===== src/rtl/psram_resp_pkg.sv =====
// rtl/psram_resp_pkg.sv - shared psram responder types and constants
package psram_resp_pkg;

    localparam int ADDR_BYTES = 4;

    typedef enum logic [2:0] {
        ST_IDLE  = 3'd0,
        ST_INST  = 3'd1,
        ST_ADDR  = 3'd2,
        ST_LATN  = 3'd3,
        ST_WDATA = 3'd4,
        ST_RDATA = 3'd5,
        ST_SKIP  = 3'd6
    } state_t;

endpackage


===== src/rtl/psram_resp_if.sv =====
// rtl/psram_resp_if.sv - byte memory access bus between responder and backing store
interface psram_resp_if #(parameter int MEM_AW = 16);

    logic              req;
    logic              we;
    logic [MEM_AW-1:0] addr;
    logic [7:0]        wdata;
    logic [7:0]        rdata;

    modport master (output req, we, addr, wdata, input rdata);
    modport slave  (input req, we, addr, wdata, output rdata);

endinterface


===== src/rtl/dffer.sv =====
// rtl/dffer.sv - resettable flop cell with load enable
module dffer #(
    parameter int           W   = 1,
    parameter logic [W-1:0] RST = '0
) (
    input  logic         clk,
    input  logic         rst_n,
    input  logic         en,
    input  logic [W-1:0] d,
    output logic [W-1:0] q
);

    always_ff @(posedge clk or negedge rst_n) begin
        if (!rst_n)  q <= RST;
        else if (en) q <= d;
    end

endmodule


===== src/rtl/dffr.sv =====
// rtl/dffr.sv - resettable flop cell
module dffr #(
    parameter int           W   = 1,
    parameter logic [W-1:0] RST = '0
) (
    input  logic         clk,
    input  logic         rst_n,
    input  logic [W-1:0] d,
    output logic [W-1:0] q
);

    always_ff @(posedge clk or negedge rst_n) begin
        if (!rst_n) q <= RST;
        else        q <= d;
    end

endmodule


===== src/rtl/edge_det.sv =====
// rtl/edge_det.sv - rise/fall detector on an already-synchronous signal
module edge_det #(parameter logic RST = 1'b0) (
    input  logic clk,
    input  logic rst_n,
    input  logic d,
    output logic rise,
    output logic fall
);

    logic prev;

    dffr #(.W(1), .RST(RST)) u_prev (.clk(clk), .rst_n(rst_n), .d(d), .q(prev));

    assign rise = d & ~prev;
    assign fall = ~d & prev;

endmodule


===== src/rtl/psram_resp_sync.sv =====
// rtl/psram_resp_sync.sv - single register stage for the psram pins plus SCK/CE edge pulses
module psram_resp_sync (
    input  logic       clk,
    input  logic       rst_n,
    input  logic       sck,
    input  logic       ce,
    input  logic [7:0] io,
    input  logic       dqs,
    output logic [7:0] io_r,
    output logic       dqs_r,
    output logic       sck_rise,
    output logic       sck_fall,
    output logic       ce_rise,
    output logic       ce_fall
);

    logic sck_r;
    logic ce_r;

    dffr #(.W(1), .RST(1'b0)) u_sck (.clk(clk), .rst_n(rst_n), .d(sck), .q(sck_r));
    dffr #(.W(1), .RST(1'b1)) u_ce  (.clk(clk), .rst_n(rst_n), .d(ce),  .q(ce_r));
    dffr #(.W(8), .RST(8'h00)) u_io (.clk(clk), .rst_n(rst_n), .d(io),  .q(io_r));
    dffr #(.W(1), .RST(1'b0)) u_dqs (.clk(clk), .rst_n(rst_n), .d(dqs), .q(dqs_r));

    // ce edge history resets high so reset release with ce idle yields no edge
    edge_det #(.RST(1'b0)) u_sck_edge (.clk(clk), .rst_n(rst_n), .d(sck_r), .rise(sck_rise), .fall(sck_fall));
    edge_det #(.RST(1'b1)) u_ce_edge  (.clk(clk), .rst_n(rst_n), .d(ce_r),  .rise(ce_rise),  .fall(ce_fall));

endmodule


===== src/rtl/psram_resp.sv =====
// rtl/psram_resp.sv - DDR psram device-side responder bridging to a byte memory bus
module psram_resp
    import psram_resp_pkg::*;
#(
    parameter int MEM_AW = 16
) (
    input  logic         clk_i,
    input  logic         rst_n_i,
    input  logic         psram_sck_i,
    input  logic         psram_ce_i,
    input  logic [7:0]   psram_io_in_i,
    output logic [7:0]   psram_io_out_o,
    output logic         psram_io_en_o,
    input  logic         psram_dqs_in_i,
    output logic         psram_dqs_out_o,
    output logic         psram_dqs_en_o,
    input  logic [7:0]   cfg_wcmd_i,
    input  logic [7:0]   cfg_rcmd_i,
    input  logic [7:0]   cfg_wlc_i,
    input  logic [7:0]   cfg_rlc_i,
    psram_resp_if.master mem,
    output logic         xfer_done_o,
    output logic         cmd_err_o
);

    logic [7:0]        io_r;
    logic              dqs_r, sck_rise, sck_fall, ce_rise, ce_fall, sck_edge;
    state_t            state, state_nxt, data_st;
    logic [2:0]        state_q;
    logic [7:0]        op, lat, lat_cnt, pbuf, io_out;
    logic              is_wr, rd_pend, dqs_out;
    logic [1:0]        cnt;
    logic [MEM_AW-1:0] addr, addr_shift, base, addr_d;
    logic              addr_last, lat_done, rd_entry, wr_hit, rd_hit, addr_en, out_en;

    psram_resp_sync u_sync (
        .clk(clk_i), .rst_n(rst_n_i), .sck(psram_sck_i), .ce(psram_ce_i),
        .io(psram_io_in_i), .dqs(psram_dqs_in_i), .io_r(io_r), .dqs_r(dqs_r),
        .sck_rise(sck_rise), .sck_fall(sck_fall), .ce_rise(ce_rise), .ce_fall(ce_fall)
    );

    // an edge coinciding with ce rise is dropped; the transaction is over
    assign sck_edge   = (sck_rise | sck_fall) & ~ce_rise;
    assign lat        = is_wr ? cfg_wlc_i : cfg_rlc_i;
    assign data_st    = is_wr ? ST_WDATA : ST_RDATA;
    assign addr_shift = {addr[MEM_AW-9:0], io_r};
    assign addr_last  = (state == ST_ADDR) && sck_edge && (cnt == 2'(ADDR_BYTES - 1));
    assign lat_done   = (state == ST_LATN) && sck_rise && !ce_rise && (lat_cnt == lat - 8'd1);
    assign rd_entry   = !is_wr && ((addr_last && lat == 8'd0) || lat_done);
    assign wr_hit     = (state == ST_WDATA) && sck_edge && dqs_r;
    assign rd_hit     = rd_entry || ((state == ST_RDATA) && sck_edge);
    assign base       = (state == ST_ADDR) ? addr_shift : addr;
    assign addr_en    = ((state == ST_ADDR || state == ST_WDATA) && sck_edge) || rd_hit;
    assign addr_d     = (state == ST_ADDR && !rd_entry) ? addr_shift : base + MEM_AW'(1);
    assign out_en     = ((state == ST_RDATA) && sck_edge) || (state == ST_IDLE);

    dffr #(.W(3), .RST(ST_IDLE)) u_state (.clk(clk_i), .rst_n(rst_n_i), .d(state_nxt), .q(state_q));
    assign state = state_t'(state_q);

    always_comb begin
        state_nxt = state;
        if (state != ST_IDLE && ce_rise) begin
            state_nxt = ST_IDLE;
        end else begin
            case (state)
                ST_IDLE: if (ce_fall) state_nxt = ST_INST;
                ST_INST: if (sck_fall)
                    state_nxt = (op == cfg_wcmd_i || op == cfg_rcmd_i) ? ST_ADDR : ST_SKIP;
                ST_ADDR: if (addr_last) state_nxt = (lat == 8'd0) ? data_st : ST_LATN;
                ST_LATN: if (lat_done) state_nxt = data_st;
                default: ;
            endcase
        end
    end

    dffer #(.W(8)) u_op (.clk(clk_i), .rst_n(rst_n_i), .en(state == ST_INST && sck_rise),
                         .d(io_r), .q(op));
    dffer #(.W(1)) u_is_wr (.clk(clk_i), .rst_n(rst_n_i), .en(state == ST_INST && sck_fall),
                            .d(op == cfg_wcmd_i), .q(is_wr));
    dffer #(.W(2)) u_cnt (.clk(clk_i), .rst_n(rst_n_i),
                          .en(state == ST_INST || (state == ST_ADDR && sck_edge)),
                          .d(state == ST_INST ? 2'd0 : cnt + 2'd1), .q(cnt));
    dffer #(.W(8)) u_lat_cnt (.clk(clk_i), .rst_n(rst_n_i),
                              .en(addr_last || (state == ST_LATN && sck_rise)),
                              .d(addr_last ? 8'd0 : lat_cnt + 8'd1), .q(lat_cnt));
    dffer #(.W(MEM_AW)) u_addr (.clk(clk_i), .rst_n(rst_n_i), .en(addr_en), .d(addr_d), .q(addr));

    // read data lands one clock after its request; drop it once the read is gone
    dffr  #(.W(1)) u_rd_pend (.clk(clk_i), .rst_n(rst_n_i), .d(rd_hit), .q(rd_pend));
    dffer #(.W(8)) u_pbuf (.clk(clk_i), .rst_n(rst_n_i), .en(rd_pend && state == ST_RDATA),
                           .d(mem.rdata), .q(pbuf));
    dffer #(.W(8)) u_io_out (.clk(clk_i), .rst_n(rst_n_i), .en(out_en),
                             .d(state == ST_IDLE ? 8'h00 : pbuf), .q(io_out));
    dffer #(.W(1)) u_dqs_out (.clk(clk_i), .rst_n(rst_n_i), .en(out_en),
                              .d(state == ST_IDLE ? 1'b0 : ~dqs_out), .q(dqs_out));

    always_comb begin
        xfer_done_o     = (state != ST_IDLE) && ce_rise;
        cmd_err_o       = (state == ST_SKIP) && ce_rise;
        psram_io_en_o   = (state == ST_RDATA);
        psram_dqs_en_o  = (state == ST_RDATA);
        psram_io_out_o  = io_out;
        psram_dqs_out_o = dqs_out;
        mem.req         = wr_hit || rd_hit;
        mem.we          = wr_hit;
        mem.addr        = (wr_hit || rd_hit) ? base : '0;
        mem.wdata       = wr_hit ? io_r : 8'h00;
    end

endmodule


===== src/flat_wrapper.sv =====
// flat-port wrapper written by rule: the top's interface ports become plain ports
module psram_resp_flat import psram_resp_pkg::*;
#(
    parameter int MEM_AW = 16
)
  (clk_i, rst_n_i, psram_sck_i, psram_ce_i, psram_io_in_i, psram_io_out_o, psram_io_en_o, psram_dqs_in_i, psram_dqs_out_o, psram_dqs_en_o, cfg_wcmd_i, cfg_rcmd_i, cfg_wlc_i, cfg_rlc_i, xfer_done_o, cmd_err_o, mem_req, mem_we, mem_addr, mem_wdata, mem_rdata);
  psram_resp_if #(.MEM_AW(MEM_AW)) mem_i ();
  input  logic clk_i;
  input  logic rst_n_i;
  input  logic psram_sck_i;
  input  logic psram_ce_i;
  input  logic [7:0] psram_io_in_i;
  output logic [7:0] psram_io_out_o;
  output logic psram_io_en_o;
  input  logic psram_dqs_in_i;
  output logic psram_dqs_out_o;
  output logic psram_dqs_en_o;
  input  logic [7:0] cfg_wcmd_i;
  input  logic [7:0] cfg_rcmd_i;
  input  logic [7:0] cfg_wlc_i;
  input  logic [7:0] cfg_rlc_i;
  output logic xfer_done_o;
  output logic cmd_err_o;
  output wire logic [$bits(mem_i.req)-1:0] mem_req;
  output wire logic [$bits(mem_i.we)-1:0] mem_we;
  output wire logic [$bits(mem_i.addr)-1:0] mem_addr;
  output wire logic [$bits(mem_i.wdata)-1:0] mem_wdata;
  input wire logic [$bits(mem_i.rdata)-1:0] mem_rdata;
  assign mem_req = mem_i.req;
  assign mem_we = mem_i.we;
  assign mem_addr = mem_i.addr;
  assign mem_wdata = mem_i.wdata;
  assign mem_i.rdata = mem_rdata;
  psram_resp #(.MEM_AW(MEM_AW)) u_core (.clk_i(clk_i), .rst_n_i(rst_n_i), .psram_sck_i(psram_sck_i), .psram_ce_i(psram_ce_i), .psram_io_in_i(psram_io_in_i), .psram_io_out_o(psram_io_out_o), .psram_io_en_o(psram_io_en_o), .psram_dqs_in_i(psram_dqs_in_i), .psram_dqs_out_o(psram_dqs_out_o), .psram_dqs_en_o(psram_dqs_en_o), .cfg_wcmd_i(cfg_wcmd_i), .cfg_rcmd_i(cfg_rcmd_i), .cfg_wlc_i(cfg_wlc_i), .cfg_rlc_i(cfg_rlc_i), .mem(mem_i), .xfer_done_o(xfer_done_o), .cmd_err_o(cmd_err_o));
endmodule

===== config.mk =====
export PLATFORM = sky130hd
export DESIGN_NAME = psram_resp_flat
export DESIGN_NICKNAME = d
export VERILOG_FILES = /design/src/rtl/psram_resp_pkg.sv /design/src/rtl/psram_resp_if.sv /design/src/rtl/dffer.sv /design/src/rtl/dffr.sv /design/src/rtl/edge_det.sv /design/src/rtl/psram_resp_sync.sv /design/src/rtl/psram_resp.sv /design/src/flat_wrapper.sv
export SDC_FILE = /design/constraint.sdc
export NUM_CORES = 1
export LEC_CHECK = 0
export ABC_CLOCK_PERIOD_IN_PS = 10670
export CAP_MARGIN = 20
export CORE_AREA = 2 2 94 96
export DETAILED_ROUTE_END_ITERATION = 10
export DIE_AREA = 0 0 96 98
export PLACE_DENSITY_LB_ADDON = 0.1
export SKIP_LAST_GASP = 1
export SLEW_MARGIN = 20
export SYNTH_ARGS = -nofsm -noshare
export SYNTH_HDL_FRONTEND = slang
export SYNTH_SLANG_ARGS = --single-unit

===== constraint.sdc =====
create_clock -name clk_i -period 10.67 [get_ports clk_i]
set_input_delay 2.134 -clock clk_i [delete_from_list [all_inputs] [get_ports clk_i]]
set_output_delay 2.134 -clock clk_i [all_outputs]
set_load 0.02 [all_outputs]

# Word level (Yosys, flattened, before mapping)
# Index checks and enable logic that the tools add are counted.
# word_totals
output_inout_bits	39
register_bits	69
wordCells	98
# op_classes
muxes	18
add_sub_neg	4
reduce_logical	34
bitwise	12
n_eq_ne	14
# op_table
op	n
16-bit 2-to-1 mux	3
8-bit 2-to-1 mux	4
8-bit == test	3
3-bit 2-to-1 mux	7
1-bit logical AND	17
16-bit by 1-bit adder with 16-bit output, second input constant	1
3-bit by 2-bit inequality test with 1-bit output, second input constant	4
3-bit one-hot mux with 4 select lines	1
3-bit == test, second input constant	3
1-bit logical OR	9
8-bit by 1-bit adder with 8-bit output, second input constant	1
8-bit logical NOT	1
8-bit by 1-bit subtractor with 8-bit output, second input constant	1
3-bit by 2-bit == test with 1-bit output, second input constant	2
1-bit NOT	6
1-bit bitwise AND	5
5-bit AND reduction	1
5-bit nonzero test	1
3-bit by 1-bit == test with 1-bit output, second input constant	1
1-bit logical NOT	3
3-bit logical NOT	1
3-bit nonzero test	1
2-bit by 1-bit adder with 2-bit output, second input constant	1
2-bit == test, second input constant	1
other kinds (3)	4

# Depth between registers and ports, before layout
# Gate-level depths: netlist of the first run.
# depth
ltp_word	12
ltp_mapped	16

# Modules after synthesis
# Synthesis of the first run repeated with hierarchy kept, for this count alone.
# hier_totals
cells_unflattened	482
hier_area_um2	4820.9
# by_module_without_submodules
module	seq_area_each_um2	n_inst	cells_each	area_each_um2
psram_resp	0.0	1	351	2234.6
dffer (u_core.u_io_out ...)	200.2	4	17	331.6
dffer (u_core.u_addr)	400.4	1	34	649.4
dffr (u_core.u_sync.u_io)	200.2	1	8	200.2
dffr (u_core.u_rd_pend ...)	25.0	4	1	25.0
dffer (u_core.u_dqs_out ...)	25.0	2	2	40.0
dffr (u_core.u_state)	75.1	1	3	75.1
dffer (u_core.u_cnt)	50.0	1	4	72.6
dffr (u_core.u_sync.u_ce ...)	26.3	2	1	26.3
edge_det	0.0	2	2	15.0

# Worst setup path before layout of the first run
# OpenSTA, ideal clock, no wires.
# synth_path
kind	input port to output port
startpoint	in cfg_wlc_i[0]
endpoint	out mem_addr[10]
setup_slack_ns	4.256
t_arrival_ns	4.280
path_stages	11
n_path_buf	1
path_cell_list	mux2i_1 ha_1 xnor2_1 nor3_1 and3_1 nand4_1 a221o_1 nand2_1 nor2_2 buf_2 a21oi_1
# synth_via
elab_chain_len	9
# synth_lines
element	line_no	text
start, declared	flat_wrapper.sv:20	input logic [7:0] cfg_wlc_i;
8-bit 2-to-1 mux (*)	psram_resp.sv:44	assign lat = is_wr ? cfg_wlc_i : cfg_rlc_i;
8-bit by 1-bit subtractor with 8-bit output	psram_resp.sv:48	assign lat_done = (state == ST_LATN) && sck_rise && !ce_rise && (lat_cnt == lat - 8'd1);
8-bit == test	psram_resp.sv:48	
1-bit logical AND	psram_resp.sv:48	
1-bit logical OR (*)	psram_resp.sv:49	assign rd_entry = !is_wr && ((addr_last && lat == 8'd0) || lat_done);
1-bit logical AND (*)	psram_resp.sv:49	
1-bit logical OR (*)	psram_resp.sv:51	assign rd_hit = rd_entry || ((state == ST_RDATA) && sck_edge);
named net u_core.rd_hit	psram_resp.sv:34	logic addr_last, lat_done, rd_entry, wr_hit, rd_hit, addr_en, out_en;
1-bit logical OR (*)	psram_resp.sv:106	mem.addr = (wr_hit || rd_hit) ? base : '0;
16-bit 2-to-1 mux (*)	psram_resp.sv:106	
end, declared	flat_wrapper.sv:26	output wire logic [$bits(mem_i.addr)-1:0] mem_addr;
# The timed path passes the listed nets; every way through them passes the cells marked *.

# Final worst setup path of the first run
# layout_path
startpoint	in cfg_wlc_i[0]
endpoint	out mem_addr[5]
# The elaborated chain is that of the path after synthesis.

==> metrics.md, run 1 <==
| Metric | Value |
|---|---|
| Status | `complete, no violations` |
| Sw Pwr | `466 uW` |
| CTS tree | `yes` |
| # IOs | `92` |
| Routed vias | `4,311` |
| XOR/XNOR Fraction of Synth Area | `0.0862` |
| Post-CTS Setup Bufs | `0` |
| Slew margin rel. | `0.242` |
| Chip height | `98 um` |
| Post-synth cell types | `67` |
| Final Hold Viols | `0` |
| Worst Skew | `0.0109 ns` |
| Largest stage delay on the critical path | `0.60 ns` |
| Area fraction in compound gates after synthesis | `0.163` |
| Nets@finish | `669` |
| Arrival time at the worst endpoint | `5.60 ns` |
| CTS buffer count | `9` |
| Slowest CP cell | `clkdlybuf4s50_1` |
| Largest net degree at the start of global routing | `70` |
| Sequential power share | `0.400` |
| Required @ worst endpoint | `8.54 ns` |
| Clock H-tree levels | `3` |
| # setup viols final | `0` |
| Clock latency on the worst-skew pair | `0.36 ns` |
| Crit path capture type | `output pin` |
| Fraction of the mapped netlist area in adder cells | `0.0189` |
| Period utilization | `0.725` |
| Layout cells sized above 1 | `0.106` |
| Crit path top cell by count | `clkdlybuf4s50_1` |
| Post-route setup slack | `2.93 ns` |
| Crit-path max FO | `17` |
| Syn nets | `596` |
| Max_cap viols | `0` |
| Clk network pwr share | `0.214` |
| Final core occ | `0.684` |
| Seq/Total Area, Yosys | `0.372` |
| Reg2reg start | `u_core.u_is_wr.q` |
| ANT nets after route | `0` |
| RSZ-0062 raised after global routing | `false` |
| Clock sinks | `69` |
| Setup crit start | `cfg_wlc_i[0]` |
| Syn Area/Cell | `8.67 um^2` |
| Commonest non-fill, non-tap cell in the layout | `clkdlybuf4s50_1` |
| Crit Path Class | `input port to output pin` |
| Worst reg2reg path depth | `9` |
| Combinational group share of total power | `0.386` |
| Leakage | `0.00224 uW` |
| Antenna cells | `0` |
| Worst-margin pin slew | `1.13 ns` |
| Remaining Overflow, GRT | `0` |
| Post-synthesis mux area share | `0.0660` |
| Post-synth ARST share | `1.00` |
| Starting Density | `0.549` |
| Clock buffer depth | `2` |
| GRT Total Usage | `0.269` |
| Synth Register Bits | `69` |
| Max Transition Viols Final | `0` |
| Mapped Area | `0.00464 mm^2` |
| Area added between synthesis and finish | `24.7%` |
| DR vias/cell | `5.97` |
| DRC | `0` |
| # rows | `34` |
| Sw Ratio | `0.412` |
| CTS clk-pin slew, worst paths | `0.07 ns` |
| Average wire per standard cell | `16.9 um` |
| DIE WIDTH | `96 um` |
| Largest family of logic cells by synthesized area | `simple AND/OR/NAND/NOR gates` |
| GP Congestion | `0.902` |
| Root Driver | `clkbuf_8` |
| Most frequent cells in the layout | `90 x clkdlybuf4s50_1, 80 x nand2_1, 67 x dfrtp_1` |
| HPWL after DPL | `8380 um` |
| Die area | `0.00941 mm^2` |
| Initial DRC Count | `406` |
| Post-synth top flop | `dfrtp_1` |
| Hold Path Class | `flop to flop` |
| Pwr dens | `195 mW/mm^2` |
| Crit path cell chain | `clkdlybuf4s50_1 -> mux2i_1 -> ha_1 -> xnor2_1 -> nor3_1 -> and3_1 -> nand4_1 -> a221o_1 -> nand2_1 -> nor2_2 -> a21oi_1 -> clkdlybuf4s50_1` |
| Total Wirelength | `12,200 um` |
| Simple-gate share of the synthesized area | `0.252` |
| Hold buffers post-CTS | `0` |
| First-pass GRT wire length | `20,100 um` |
| Reg-to-reg setup timing slack | `6.84 ns` |
| Capture point of the worst path | `mem_addr[5]` |
| Post-synth EDFFs | `0` |
| Cell internal pwr | `664 uW` |
| Vias in the first global route | `4,184` |
| Synth warn | `0` |
| TNS Setup | `0 ns` |
| Maximum vdd drop | `0.000114 V` |
| Drt pass-1 iters | `5` |
| Core ar. | `0.00847 mm^2` |
| Crit Reg-Reg Endpoint | `u_core.u_addr.q[6]` |
| DP Worst Slack | `2.93 ns` |
| Fmax | `129 MHz` |
| Fin crit period | `7.74 ns` |
| Initial antenna violation count | `0` |
| Post-cts sizing count | `0` |
| Port-buffer cells | `91` |
| Startpoint Class | `input port` |
| Synthesized instance count | `536` |
power groups by stage:
stage / clock network (uW) / registers, uW / logic [uW]
4_1_cts: 245 / 447 / 433
2_1_floorplan: 0 / 397 / 345
5_1_grt: 256 / 466 / 485
3_3_place_gp: 0 / 450 / 418
6_report: 242 / 452 / 436
3_5_place_dp: 0 / 452 / 430
layout make-up:
type	instances	area (um^2)
flip-flops and latches	69	1730
well taps	108	135
fillers	731	2670
repair buffers	95	936
inverters	10	37.5
clock inverters	7	97.6
multi-input cells	424	2730
clock buffers	9	124
cells by family after synthesis:
logic type,Yosys count
simple gates,229
compound gates,116
flops,69
xor+xnor,44
buf+inv,43
mux,28
fa+ha+maj,7
metal layers:
metal | up-vias | global-route usage | wire length (um) | share of wire
met3 | 23 | 0.0409 | 871 | 0.071
met2 | 191 | 0.401 | 5590 | 0.46
met1 | 2049 | 0.394 | 5490 | 0.45
met4 | 0 | 0.103 | 241 | 0.020
li1 | 2048 | - | - | -
met5 | - | 0 | 0 | 0
sequential cells by signal, summed over array words and instances, names as in the netlist, 2 cells and up:
| signal | flops |
|---|---|
| u_core.u_io_out.q | 8 |
| u_core.u_lat_cnt.q | 8 |
| u_core.u_cnt.q | 2 |
| u_core.u_op.q | 8 |
| u_core.u_pbuf.q | 8 |
| u_core.u_state.q | 3 |
| u_core.u_addr.q | 16 |
| u_core.u_sync.u_io.q | 8 |
worst max-delay path: cells and delay by family:
family                     cells  cell delay, ns
xor gates and xnor gates       1            0.14
muxes                          1            0.32
adders and majority gates      1            0.31
buffers and inverters          2            1.04
and+or+nand+nor                5            1.05
AOI/OAI and AO/OA              2            0.59
metrics by stage:
stage               cell area [um^2]  hold WS [ns]  std cells  power, uW
CTS                             5790         0.378        722       1130
global placement                5570         0.364        706        868
floorplan                       4640         0.358        536        743
finish                          5790         0.377        722       1130
detailed placement              5570         0.368        706        882
global route                    5790         0.386        722       1210
how the worst min path moves through the flow:
stage / from / end / slack [ns] / depth (start not counted)
after global routing: u_core.u_sync.u_ce.q / u_core.u_sync.u_ce_edge.u_prev.q / 0.39 / 0
after global placement: u_core.u_sync.u_ce.q / u_core.u_sync.u_ce_edge.u_prev.q / 0.36 / 0
after CTS: u_core.u_sync.u_ce.q / u_core.u_sync.u_ce_edge.u_prev.q / 0.38 / 0
after detailed placement: u_core.u_sync.u_ce.q / u_core.u_sync.u_ce_edge.u_prev.q / 0.37 / 0
after floorplan: u_core.u_sync.u_ce.q / u_core.u_sync.u_ce_edge.u_prev.q / 0.36 / 0
final: u_core.u_sync.u_ce.q / u_core.u_sync.u_ce_edge.u_prev.q / 0.38 / 0
Yosys cell counts (6+ instances only):
library cell	number	area, um^2
nor2_1	45	169
buf_2	8	40.0
nand3_1	16	80.1
and2_1	12	75.1
xnor2_1	28	245
ha_1	7	87.6
mux2_2	18	203
nor3_1	16	80.1
nand2_1	80	300
a21oi_1	46	230
o21ai_0	15	75.1
mux2i_1	9	90.1
o21ai_1	6	30.0
and3_1	8	50.1
dfrtp_1	67	1680
clkbuf_1	18	67.6
inv_1	10	37.5
nand4_1	15	93.8
xor2_1	14	123
(Power assumes the default switching activity.)
==> run 2: changes to the inputs <==
ABC_CLOCK_PERIOD_IN_PS = 6300   (was 10670)
CORE_AREA = 2 2 102 104   (was 2 2 94 96)
DIE_AREA = 0 0 104 106   (was 0 0 96 98)
clock period = 6.3 ns   (was 10.67 ns; I/O delays follow)
==> run 2 against run 1 <==
Effect of this change:
- final area up 1.4%
- clock skew up 0.0032 ns
- register-to-register slack worse by 4.4 ns
- critical path type unchanged
- clock power up 91%
- wire length up 3.3%
- critical path depth unchanged
- first-iteration DRC count down 19%
- setup slack worse by 2.3 ns
- sequential power up 70%
- die area up 17%
- critical endpoint is now mem_addr[4]
- largest cell class unchanged
==> metrics.md, run 2 (synthesis results as in run 1) <==
| Metric | Value |
|---|---|
| Capture point of the worst path | `mem_addr[4]` |
| Largest register FFs | `16` |
| Worst Skew | `0.0141 ns` |
| Initial antenna violation count | `0` |
| Setup crit start | `cfg_wlc_i[0]` |
| Port-buffer cells | `91` |
| Crit Path Class | `input port to output pin` |
| Clock buffer depth | `2` |
| Clock latency on the worst-skew pair | `0.36 ns` |
| Chip height | `106 um` |
| Sw Pwr | `796 uW` |
| Period utilization | `0.906` |
| Final Non-Filler Cells | `753` |
| Sequential power share | `0.391` |
| HPWL after DPL | `8920 um` |
| Vias in the first global route | `4,218` |
| Core ar. | `0.0100 mm^2` |
| Status | `complete, no violations` |
| Clk network pwr share | `0.236` |
| Antenna cells | `0` |
| Met2 usage | `0.367` |
| DIE WIDTH | `104 um` |
| Fmax | `175 MHz` |
| Average wire per standard cell | `16.7 um` |
| CTS tree | `yes` |
| Cell internal pwr | `1170 uW` |
| Hold Path Class | `flop to flop` |
| Sw Ratio | `0.405` |
| Post-CTS Setup Bufs | `0` |
| Die area | `0.0110 mm^2` |
| Commonest non-fill, non-tap cell in the layout | `clkdlybuf4s50_1` |
| Pwr dens | `335 mW/mm^2` |
| Maximum vdd drop | `0.000159 V` |
| Placed cells | `737` |
| Clock H-tree levels | `3` |
| # setup viols final | `0` |
| Top reg by flops | `u_core.u_addr.q` |
| Remaining Overflow, GRT | `0` |
| DRC | `0` |
| TNS Setup | `0 ns` |
| RSZ-0062 raised after global routing | `false` |
| Fin Hold WS | `0.377 ns` |
| Post-cts sizing count | `0` |
| Max_cap viols | `0` |
| CTS clk-pin slew, worst paths | `0.08 ns` |
| Slew margin rel. | `0.310` |
| Total Wirelength | `12,600 um` |
| GP Congestion | `0.853` |
| Fill cells | `907` |
| Drt pass-1 iters | `5` |
| Hold buffers post-CTS | `0` |
| # IOs | `92` |
| Met1 usage | `0.336` |
| Worst-margin pin slew | `1.03 ns` |
| Crit Reg-Reg Endpoint | `u_core.u_addr.q[14]` |
| ANT nets after route | `0` |
| Clock sinks | `69` |
| GRT Total Usage | `0.237` |
| Starting Density | `0.464` |
| Startpoint Class | `input port` |
| Required @ worst endpoint | `5.04 ns` |
| Gr busiest metal | `met2` |
| Max Transition Viols Final | `0` |
| M3 GR Usage | `0.0466` |
| Root Driver | `clkbuf_8` |
| Power Total | `1970 uW` |
| Nets@finish | `672` |
| Most frequent cells in the layout | `90 x clkdlybuf4s50_1, 80 x nand2_1, 67 x dfrtp_1` |
| CTS buffer count | `9` |
| Crit-path max FO | `17` |
| Cell area after layout | `0.00587 mm^2` |
| DR vias/cell | `5.77` |
| Layout cells sized above 1 | `0.109` |
| Area added between synthesis and finish | `26.5%` |
| Routed vias | `4,345` |
| Reg2reg start | `u_core.u_state.q[1]` |
| Leakage | `0.00227 uW` |
| Dpl cell area | `0.00562 mm^2` |
| Worst reg2reg path depth | `11` |
| Fin crit period | `5.71 ns` |
| Reg-to-reg setup timing slack | `2.47 ns` |
| Combinational group share of total power | `0.373` |
| First-pass GRT wire length | `21,100 um` |
| Initial DRC Count | `330` |
| Crit path capture type | `output pin` |
| # rows | `37` |
| Arrival time at the worst endpoint | `4.45 ns` |
| Largest net degree at the start of global routing | `70` |
| Final Hold Viols | `0` |
==> run 2: critical path, stage by stage <==
cell and delay [ns]:
clkdlybuf4s50_1 0.44, mux2i_1 0.34, ha_1 0.32, xnor2_1 0.13, nor3_1 0.15, and3_1 0.19, nand4_1 0.11, a221o_1 0.38
nand2_1 0.10, nor2_2 0.15, a21oi_1 0.24, clkdlybuf4s50_1 0.63
==> run 2: stage by stage <==
stage	utilization	worst slack, ns
6_report	0.587	0.593
3_3_place_gp	0.562	0.731
5_1_grt	0.587	0.289
3_5_place_dp	0.562	0.582
2_1_floorplan	-	1.63
4_1_cts	0.587	0.584
==> run 2: power by group through the flow <==
stage / Sequential, uW / Combinational, uW / Clock (uW)
after floorplan: 673 / 585 / 0
after global placement: 767 / 717 / 0
after detailed placement: 769 / 733 / 0
after CTS: 764 / 735 / 468
after global routing: 793 / 820 / 489
final: 769 / 735 / 463
==> run 2: worst min-delay path by stage <==
stage,cells after the start,to,startpoint
finish,0,u_core.u_sync.u_ce_edge.u_prev.q,u_core.u_sync.u_ce.q
global route,0,u_core.u_sync.u_ce_edge.u_prev.q,u_core.u_sync.u_ce.q
CTS,0,u_core.u_sync.u_ce_edge.u_prev.q,u_core.u_sync.u_ce.q
detailed placement,0,u_core.u_sync.u_ce_edge.u_prev.q,u_core.u_sync.u_ce.q
global placement,0,u_core.u_sync.u_ce_edge.u_prev.q,u_core.u_sync.u_ce.q
floorplan,0,u_core.u_sync.u_ce_edge.u_prev.q,u_core.u_sync.u_ce.q
==> run 2: layout make-up <==
class | count | area (um^2) | area share
Clock buffer | 9 | 124 | 0.0211
Clock inverter | 7 | 128 | 0.0217
Inverter | 10 | 37.5 | 0.00639
Multi-Input combinational cell | 424 | 2730 | 0.464
Sequential cell | 69 | 1730 | 0.294
Tap cell | 136 | 170 | 0.0290
Timing Repair Buffer | 98 | 958 | 0.163
==> run 2: metal layers <==
| metal | up-vias | wire [um] |
|---|---|---|
| met5 | - | 0 |
| met4 | 0 | 146 |
| met3 | 14 | 1110 |
| met2 | 198 | 5680 |
| met1 | 2081 | 5670 |
| li1 | 2052 | - |
==> run 3: changes to the inputs <==
SETUP_SLACK_MARGIN = 0.05   (was not set)
==> results of run 3 <==
Final layout, timing and power as in run 2 (identical DEF).
